==> src/rtl/uart_tx_arb.sv <==
// Round-robin sequencer that shares one uart_tx among N_REQ byte sources,
// with multi-byte message locking and a start-to-done watchdog.
module uart_tx_arb #(
    parameter int N_REQ        = 4,
    parameter int TIMEOUT_CLKS = 5000
) (
    input  logic                 i_clk,
    input  logic                 i_rst,
    input  logic [N_REQ-1:0]     i_req,
    input  logic [8*N_REQ-1:0]   i_byte,
    input  logic [N_REQ-1:0]     i_last,
    output logic [N_REQ-1:0]     o_ack,
    output logic [N_REQ-1:0]     o_grant,
    output logic                 o_tx_byte_rdy,
    output logic [7:0]           o_tx_byte,
    input  logic                 i_tx_busy,
    input  logic                 i_tx_done,
    output logic                 o_busy,
    output logic                 o_timeout
);

    localparam int IDX_W = (N_REQ > 1) ? $clog2(N_REQ) : 1;
    localparam int CNT_W = (TIMEOUT_CLKS > 1) ? $clog2(TIMEOUT_CLKS) : 1;

    localparam logic [CNT_W-1:0] CNT_LAST = CNT_W'(TIMEOUT_CLKS - 1);
    localparam logic [CNT_W-1:0] CNT_MAX  = '1;
    localparam logic [IDX_W:0]   N_VAL    = (IDX_W + 1)'(N_REQ);
    localparam logic [IDX_W-1:0] IDX_LAST = IDX_W'(N_REQ - 1);
    localparam logic [N_REQ-1:0] ONE_HOT0 = N_REQ'(1);

    typedef enum logic [1:0] {
        ST_IDLE,
        ST_START,
        ST_WAIT_DONE
    } state_t;

    state_t             state_q, state_d;
    logic               lock_q, lock_d;
    logic [IDX_W-1:0]   owner_q, owner_d;
    logic [IDX_W-1:0]   last_q, last_d;
    logic [N_REQ-1:0]   grant_q, grant_d;
    logic [7:0]         tx_byte_q, tx_byte_d;
    logic [CNT_W-1:0]   cnt_q, cnt_d;
    logic               timeout_pulse;

    logic [7:0]         req_byte [N_REQ];
    logic [IDX_W-1:0]   cand_idx [N_REQ];
    logic [N_REQ-1:0]   cand_ok;
    logic [N_REQ-1:0]   elig;
    logic [N_REQ-1:0]   owner_mask;
    logic               owner_req;
    logic               lock_live;
    logic [IDX_W-1:0]   win_idx;
    logic               win_found;

    genvar gi;

    generate
        for (gi = 0; gi < N_REQ; gi++) begin : g_byte
            assign req_byte[gi] = i_byte[8*gi +: 8];
        end
    endgenerate

    // A lock only restricts eligibility while its owner keeps requesting;
    // a dropped owner request falls back to full arbitration in the same cycle.
    assign owner_mask = ONE_HOT0 << owner_q;
    assign owner_req  = i_req[owner_q];
    assign lock_live  = lock_q & owner_req;
    assign elig       = lock_live ? (i_req & owner_mask) : i_req;

    // Candidate gi is the requester gi+1 positions after the last winner.
    generate
        for (gi = 0; gi < N_REQ; gi++) begin : g_rot
            logic [IDX_W:0] raw;
            assign raw          = {1'b0, last_q} + (IDX_W + 1)'(gi + 1);
            assign cand_idx[gi] = (raw >= N_VAL) ? IDX_W'(raw - N_VAL) : raw[IDX_W-1:0];
            assign cand_ok[gi]  = elig[cand_idx[gi]];
        end
    endgenerate

    always_comb begin
        win_idx   = cand_idx[0];
        win_found = 1'b0;
        for (int i = N_REQ - 1; i >= 0; i--) begin
            if (cand_ok[i]) begin
                win_idx   = cand_idx[i];
                win_found = 1'b1;
            end
        end
    end

    always_comb begin
        state_d       = state_q;
        lock_d        = lock_q;
        owner_d       = owner_q;
        last_d        = last_q;
        grant_d       = grant_q;
        tx_byte_d     = tx_byte_q;
        cnt_d         = cnt_q;
        timeout_pulse = 1'b0;

        case (state_q)
            ST_IDLE: begin
                if (lock_q && !owner_req) begin
                    lock_d  = 1'b0;
                    grant_d = '0;
                end
                if (!i_tx_busy && win_found) begin
                    tx_byte_d = req_byte[win_idx];
                    grant_d   = ONE_HOT0 << win_idx;
                    owner_d   = win_idx;
                    lock_d    = ~i_last[win_idx];
                    last_d    = win_idx;
                    state_d   = ST_START;
                end
            end

            ST_START: begin
                cnt_d   = '0;
                state_d = ST_WAIT_DONE;
            end

            ST_WAIT_DONE: begin
                if (cnt_q != CNT_MAX) begin
                    cnt_d = cnt_q + 1'b1;
                end
                // A done pulse in the final watchdog cycle still counts as success.
                if (i_tx_done) begin
                    state_d = ST_IDLE;
                    if (!lock_q) begin
                        grant_d = '0;
                    end
                end else if (cnt_q == CNT_LAST) begin
                    timeout_pulse = 1'b1;
                    lock_d        = 1'b0;
                    grant_d       = '0;
                    state_d       = ST_IDLE;
                end
            end

            default: begin
                state_d = ST_IDLE;
            end
        endcase
    end

    always_ff @(posedge i_clk) begin
        if (i_rst) begin
            state_q   <= ST_IDLE;
            lock_q    <= 1'b0;
            owner_q   <= '0;
            last_q    <= IDX_LAST;
            grant_q   <= '0;
            tx_byte_q <= 8'h00;
            cnt_q     <= '0;
        end else begin
            state_q   <= state_d;
            lock_q    <= lock_d;
            owner_q   <= owner_d;
            last_q    <= last_d;
            grant_q   <= grant_d;
            tx_byte_q <= tx_byte_d;
            cnt_q     <= cnt_d;
        end
    end

    assign o_tx_byte_rdy = (state_q == ST_START);
    assign o_ack         = (state_q == ST_START) ? grant_q : '0;
    assign o_grant       = grant_q;
    assign o_tx_byte     = tx_byte_q;
    assign o_busy        = (state_q != ST_IDLE);
    assign o_timeout     = timeout_pulse;

endmodule

==> config.mk <==
export PLATFORM = sky130hd
export DESIGN_NAME = uart_tx_arb
export DESIGN_NICKNAME = d
export VERILOG_FILES = /design/src/rtl/uart_tx_arb.sv
export SDC_FILE = /design/constraint.sdc
export NUM_CORES = 1
export LEC_CHECK = 0
export ABC_AREA = 1
export CORE_ASPECT_RATIO = 1.5
export CORE_MARGIN = 8
export CORE_UTILIZATION = 48
export CTS_BUF_LIST = sky130_fd_sc_hd__clkbuf_8
export CTS_CLUSTER_SIZE = 12
export DETAILED_ROUTE_END_ITERATION = 6
export PLACE_DENSITY = 0.82
export SLEW_MARGIN = 20
export SYNTH_ARGS = -nofsm -noshare
export SYNTH_HDL_FRONTEND = slang
export SYNTH_SLANG_ARGS = --single-unit
==> constraint.sdc <==
create_clock -name i_clk -period 2.8 [get_ports i_clk]
set_clock_uncertainty 0.1 [all_clocks]
set_input_delay 0.42 -clock i_clk [delete_from_list [all_inputs] [get_ports i_clk]]
set_output_delay 0.42 -clock i_clk [all_outputs]
set_load 0.1 [all_outputs]
==> run summary, run 1 <==
### CTS
- 0.07 ns — clk slew on worst S/H paths
- 5 — CTS buffer count
- 2 — Clock H-tree levels
- yes — CTS tree
- 0.28 ns — latest clock arrival within the worst-skew pair
- 32 — Num Clock Sinks
- clkbuf_8 — Clk Tree Root Cell
- 2 — maximum buffer depth of the clock tree

### Drt
- 4 — detailed-router iteration count before antenna repair
- 5580 um — final wirelength
- 0 — number of remaining DRC errors
- 0 — post-detailed-route count of antenna-violating nets
- 13.0 um — average routed wire per standard cell
- 133 — violation count after the first detailed-routing iteration
- 5.28 — Via-to-Cell Ratio
- 2276 — via count

### Power
- 0.257 — sequential power share
- 0.197 — Clk network pwr share
- 0.000620 V — peak ir drop on the vdd network
- 1.21 nW — static leakage
- 0.480 — fraction of power spent switching nets
- 775 nW/um2 — power per unit of standard cell area
- 0.546 — combinational fraction of design power
- 1.14 mW — Pint
- 1.05 mW — switching component of the power

### Synthesis
- 0.317 — part of the Yosys area used for sequential elements
- simple AND/OR/NAND/NOR gates — largest family of logic cells by synthesized area
- dfxtp_1, nand2_1, nand3_1, nor2_1, inv_1 — synth top area cells
- 360 — Mapped Nets
- 32 — flip-flop and latch count after synthesis
- 315 — synthesized instance count
- 0.0173 — fraction of synthesized cell area in xor and xnor cells
- 0.472 — Synth Area in Simple Gates
- 0.00619 — share of synthesized cell area in full adder, half adder and majority cells
- 0 — multiplexer area fraction after synthesis
- 0.112 — complex-gate fraction of the synthesized area
- 35 — count of unique library cells instantiated by Yosys
- 6.41 um2 — Synth Area per Inst
- 0.317 — area share of the largest cell type after synthesis
- dfxtp_1 — cell type with the largest total area after synthesis
- 0 — number of warnings printed during yosys synthesis
- 2020 um2 — Cell Area, Synth

### Floorplanning
- 95.5 um — Die Height
- 63 — number of top-level pins
- 0.489 — initial core utilization
- 4140 um2 — total core area
- 29 — total number of placement rows
- 69.0 um — width of the die
- 6580 um2 — die area

### Layout
- 0.166 — ratio of cells with drive above 1 in the final layout
- 0 — Ant. Diodes
- 641 um2 — area used by sequential logic in the layout
- 429 — Final Net Count
- 431 — number of standard cells in the final layout excluding fillers
- 363 — number of fillers in the final layout
- 1250 um2 — multi-input gate area in the final layout
- 39.5% — Synth-to-Final Area Change
- 0.681 — post-layout utilization of the core

### Timing
- 0 — final max-slew violation count
- 2.52 ns — time the final worst path needs with I/O delays and setup
- 0.700 — worst slew margin relative to its limit
- 396 MHz — Max Clk Rate
- 0.450 ns — slew of the pin with the lowest slew margin
- 0 — Hold Violations, Final
- no — RSZ-0062 raised after global routing
- 0.902 — Final period util
- 0 — final setup violation count
- 0 ns — aggregate negative setup slack

### Worst setup path
- i_req[3] — crit path launch
- 2.87 ns — required time reported for the critical path endpoint
- 22 — Max FO, Critical Path
- flop — kind of end point of the critical path
- 13 — Worst Reg2Reg Path Length in Cells
- input port — launching element type of the critical path
- in2reg — category of the most critical setup path
- 2.60 ns — CP Data Arrival Time
- 0.30 ns — setup slack on the worst flop-to-flop path
- cnt_q[0] — origin of the critical flop-to-flop path
- cnt_q[4] — R2R Path End

### Place
- 420 — post-placement cell count
- 4370 um — Detailed Place HPWL
- 0.982 — routability cong.
- 62 — PortBufs

### GRT
- 0 — number of antenna violations at the first check in global routing
- 9760 um — global-route wire length before repair
- 2320 — number of global-route vias before repair
- 0.185 — global router's overall resource usage
- 0 — overall overflow remaining after global route
- 23 — largest net degree at the start of global routing

### Run
- 0 — number of max-cap violations

### Worst hold path
- reg2reg — class of the worst hold path
- o_grant[2] — hold path startpoint
- 2 — Hold Crit Depth
- o_grant[2] — sink of the worst hold path

### Status
- completed — run status

==> cell usage after synthesis (all sizes together) <==
master / n
a221oi: 1
o21ai: 16
nor3: 6
o21bai: 1
xor2: 3
a21oi: 18
inv: 33
or2: 1
ha: 1
dfxtp: 32
nor2: 43
nand3: 38
a31oi: 1
xnor2: 1
a21boi: 1
o211ai: 2
nand2: 106
nor4: 2
nand4: 3
clkbuf: 2
buf: 3
nor3b: 1
==> worst max-delay path by stage <==
stage	to	slack (ns)	cells after the start
floorplan	o_ack[0]	-0.18	4
global placement	o_tx_byte[7]	0.008	15
detailed placement	o_tx_byte[4]	0.01	15
CTS	cnt_q[4]	0.19	13
global route	cnt_q[4]	0.03	13
finish	o_tx_byte[4]	0.28	15
==> cell usage in the layout (no fill, tap or decap), types with 3 or more instances in the layout <==
cell type / synthesis / layout
nor3_1: 6 / 5
a21oi_1: 16 / 16
nand3_1: 35 / 35
nor2_1: 38 / 36
nor2_4: 3 / 4
xor2_1: 3 / 3
nand4_1: 3 / 3
clkbuf_8: 0 / 5
dfxtp_1: 32 / 32
inv_2: 6 / 6
inv_1: 26 / 27
o21ai_0: 15 / 15
nand2_2: 5 / 5
buf_4: 0 / 22
clkdlybuf4s50_1: 0 / 43
nand2_4: 3 / 3
nand2_1: 97 / 97
==> registers in the layout, summed over array words and instances (netlist names) <==
| name | count |
|---|---|
| cnt_q | 13 |
| o_grant | 4 |
| o_tx_byte | 8 |
| owner_q | 2 |
| last_q | 2 |
| state_q | 2 |
| lock_q | 1 |
==> layout make-up <==
| class | count | area share |
|---|---|---|
| Clock inverter | 3 | 0.0138 |
| Timing Repair Buffer | 67 | 0.225 |
| Clock buffer | 5 | 0.0244 |
| Multi-Input combinational cell | 245 | 0.443 |
| Sequential cell | 32 | 0.227 |
| Inverter | 33 | 0.0457 |
| Tap cell | 46 | 0.0204 |
==> power groups by stage <==
stage / Combinational, mW / Sequential (mW) / Clock, mW
floorplan: 0.676 / 0.810 / 0
global placement: 1.17 / 0.569 / 0
detailed placement: 1.18 / 0.570 / 0
CTS: 1.19 / 0.560 / 0.437
global route: 1.31 / 0.568 / 0.462
finish: 1.19 / 0.561 / 0.430
==> layer usage <==
layer / GRT usage / up-vias / wire (um)
met5: 0 / - / 0
met4: 0.0739 / 0 / 157
met3: 0.0682 / 16 / 464
met2: 0.322 / 82 / 2860
met1: 0.194 / 1024 / 2110
li1: - / 1154 / -
==> worst max-delay path: stages <==
cell and delay (ns):
clkdlybuf4s50_1 0.50, nand2_1 0.06, nand2_1 0.07, nand2_1 0.07
nand2_2 0.09, nand2_1 0.07, nand2_1 0.09, nand3_1 0.14
a21oi_2 0.22, nand3_1 0.08, o21bai_1 0.26, nor2_2 0.12
buf_12 0.17, o21ai_0 0.16, nor2_1 0.06
==> cells by family (layout without fill, tap and decap cells) <==
family,Yosys count,in the layout
fa+ha+maj,1,1
compound gates,40,40
buf+inv,38,108
simple gates,200,200
flops,32,32
xor+xnor,4,4
==> per-stage QoR <==
| step | area (um2) | setup WS, ns | hold slack, ns | power [mW] |
|---|---|---|---|---|
| after global placement | 2680 | 0.00834 | 0.364 | 1.74 |
| after CTS | 2790 | 0.194 | 0.379 | 2.19 |
| after global routing | 2820 | 0.0251 | 0.401 | 2.34 |
| after floorplan | 2040 | -0.183 | 0.349 | 1.49 |
| final | 2820 | 0.275 | 0.378 | 2.18 |
| after detailed placement | 2680 | 0.00982 | 0.370 | 1.75 |
==> what timing repair did <==
action	in CTS	in global routing
hold buffers	0	0
gates resized for setup	0	1
setup buffers	0	3
setup endpoints to repair	0	5
Note: power is estimated with default switching activity, not from simulation.
==> run 2, diff against run 1 <==
--- a/config.mk
+++ b/config.mk
@@ -13,6 +13,7 @@
 export CTS_CLUSTER_SIZE = 12
 export DETAILED_ROUTE_END_ITERATION = 6
 export PLACE_DENSITY = 0.82
+export RECOVER_POWER = 25
 export SLEW_MARGIN = 20
 export SYNTH_ARGS = -nofsm -noshare
 export SYNTH_HDL_FRONTEND = slang
==> run summary, run 2 (synthesis results as in run 1) <==
### Floorplanning
- 29 — total number of placement rows
- 63 — number of top-level pins
- 0.489 — initial core utilization
- 4140 um2 — total core area
- 69.0 um — width of the die
- 6580 um2 — die area
- 95.5 um — Die Height

### Power
- 0.488 — fraction of power spent switching nets
- 1.05 mW — switching component of the power
- 0.259 — sequential power share
- 777 nW/um2 — power per unit of standard cell area
- 0.000603 V — peak ir drop on the vdd network
- 0.200 — Clk network pwr share
- 1.16 nW — static leakage
- 0.540 — combinational fraction of design power
- 1.11 mW — Pint

### Status
- completed — run status

### GRT
- 0 — overall overflow remaining after global route
- 23 — largest net degree at the start of global routing
- 9760 um — global-route wire length before repair
- 0 — number of antenna violations at the first check in global routing
- 2320 — number of global-route vias before repair
- 0.185 — global router's overall resource usage

### Timing
- 397 MHz — Max Clk Rate
- 2.52 ns — time the final worst path needs with I/O delays and setup
- 0 — final max-slew violation count
- 1.20 ns — slew of the pin with the lowest slew margin
- 0 — Hold Violations, Final
- 0.205 — worst slew margin relative to its limit
- 0 — final setup violation count
- 0.900 — Final period util
- no — RSZ-0062 raised after global routing
- 0 ns — aggregate negative setup slack

### Worst setup path
- 2 — worst path buffer plus inverter count
- 2.59 ns — CP Data Arrival Time
- 22 — Max FO, Critical Path
- clkdlybuf4s50_1 -> nand2_1 -> nand2_1 -> nand2_1 -> nand2_2 -> nand2_1 -> nand2_1 -> nand3_1 -> a21oi_2 -> nand3_1 -> o21bai_1 -> nor2_2 -> buf_12 -> o21ai_0 -> nor2_1 — chain of cells forming the critical path
- in2reg — category of the most critical setup path
- clkdlybuf4s50_1 — library cell contributing the largest single delay on the critical path
- nand2_1 — most used cell, CP
- 2.87 ns — required time reported for the critical path endpoint
- 0.50 ns — critical path's largest stage delay
- 0.29 ns — setup slack on the worst flop-to-flop path
- simple AND/OR/NAND/NOR gates — kind of cell with the highest combined delay on the critical path
- input port — launching element type of the critical path
- flop — kind of end point of the critical path

### Drt
- 0 — number of remaining DRC errors
- 145 — violation count after the first detailed-routing iteration
- 2266 — via count
- 5590 um — final wirelength
- 5.26 — Via-to-Cell Ratio
- 4 — detailed-router iteration count before antenna repair
- 0 — post-detailed-route count of antenna-violating nets
- 13.0 um — average routed wire per standard cell

### Layout
- 378 — number of fillers in the final layout
- 13 — flip-flop count of the largest register, all copies and words added
- nand2_1, clkdlybuf4s50_1, nor2_1 — commonest cells after routing, fill and taps aside
- 37.3% — Synth-to-Final Area Change
- 0 — Ant. Diodes
- 431 — number of standard cells in the final layout excluding fillers
- nand2_1 — leading cell type in the layout, fill and taps excluded
- 641 um2 — area used by sequential logic in the layout
- cnt_q — register ranked first by flip-flop count
- 0.135 — ratio of cells with drive above 1 in the final layout
- 1250 um2 — multi-input gate area in the final layout
- 429 — Final Net Count

### Worst hold path
- reg2reg — class of the worst hold path

### CTS
- 0.28 ns — latest clock arrival within the worst-skew pair
- 5 — CTS buffer count
- yes — CTS tree
- 2 — Clock H-tree levels
- 0 — hold buffer count at cts
- clkbuf_8 — Clk Tree Root Cell
- 32 — Num Clock Sinks
- 2 — maximum buffer depth of the clock tree
- 0.07 ns — clk slew on worst S/H paths

### Run
- 0 — number of max-cap violations

### Place
- 0.982 — routability cong.
- 420 — post-placement cell count
- 62 — PortBufs
- 4370 um — Detailed Place HPWL

-- run 2: changes by cell type in the layout (fill, tap and decap cells not counted) --
cell	change
buf_4	-12
clkbuf_1	+12
-- run 2: final cells by class --
| cell class | instances | share of cell area |
|---|---|---|
| inverters | 33 | 0.0465 |
| repair buffers | 67 | 0.213 |
| clock inverters | 3 | 0.0140 |
| flip-flops and latches | 32 | 0.231 |
| multi-input cells | 245 | 0.450 |
| clock buffers | 5 | 0.0248 |
| well taps | 46 | 0.0207 |
-- run 2: power groups by stage --
stage                     clock [mW]  combinational [mW]  sequential (mW)
final                          0.432                1.17            0.559
after global routing           0.462                1.28            0.567
after CTS                      0.437                1.19            0.560
after detailed placement           0                1.18            0.570
after global placement             0                1.17            0.569
after floorplan                    0               0.676            0.810
-- run 2: per-layer routing --
layer / vias to the layer above / global-route usage / part of all wire
met5: - / 0 / 0
li1: 1154 / - / -
met3: 10 / 0.0682 / 0.085
met4: 0 / 0.0739 / 0.018
met1: 1011 / 0.194 / 0.38
met2: 91 / 0.322 / 0.51
-- run 2: worst paths after layout --
kind	startpoint	end	cells after the start
max	i_req[3]	o_tx_byte[4]	15
min	o_grant[2]	o_grant[2]	2
max reg2reg	cnt_q[0]	cnt_q[4]	13
min reg2reg	o_grant[2]	o_grant[2]	2
-- run 2: metrics by stage --
stage / worst slack (ns) / total power [mW] / cell area (um2) / utilization / hold WS (ns)
4_1_cts: 0.194 / 2.19 / 2790 / 0.675 / 0.379
2_1_floorplan: -0.183 / 1.49 / 2040 / - / 0.349
6_report: 0.279 / 2.16 / 2770 / 0.671 / 0.375
5_1_grt: 0.0251 / 2.30 / 2770 / 0.671 / 0.401
3_3_place_gp: 0.00834 / 1.74 / 2680 / 0.649 / 0.364
3_5_place_dp: 0.00982 / 1.75 / 2680 / 0.649 / 0.370
-- run 2: tightest hold or removal path: stages, from the launching register on --
cell and delay [ns]:
dfxtp_1 0.32, nand2_1 0.06, a21oi_1 0.05
-- run 2: what timing repair did --
| item | CTS | global route |
|---|---|---|
| setup buffers | 0 | 3 |
| gates resized for setup | 0 | 1 |
| setup endpoints to repair | 0 | 5 |
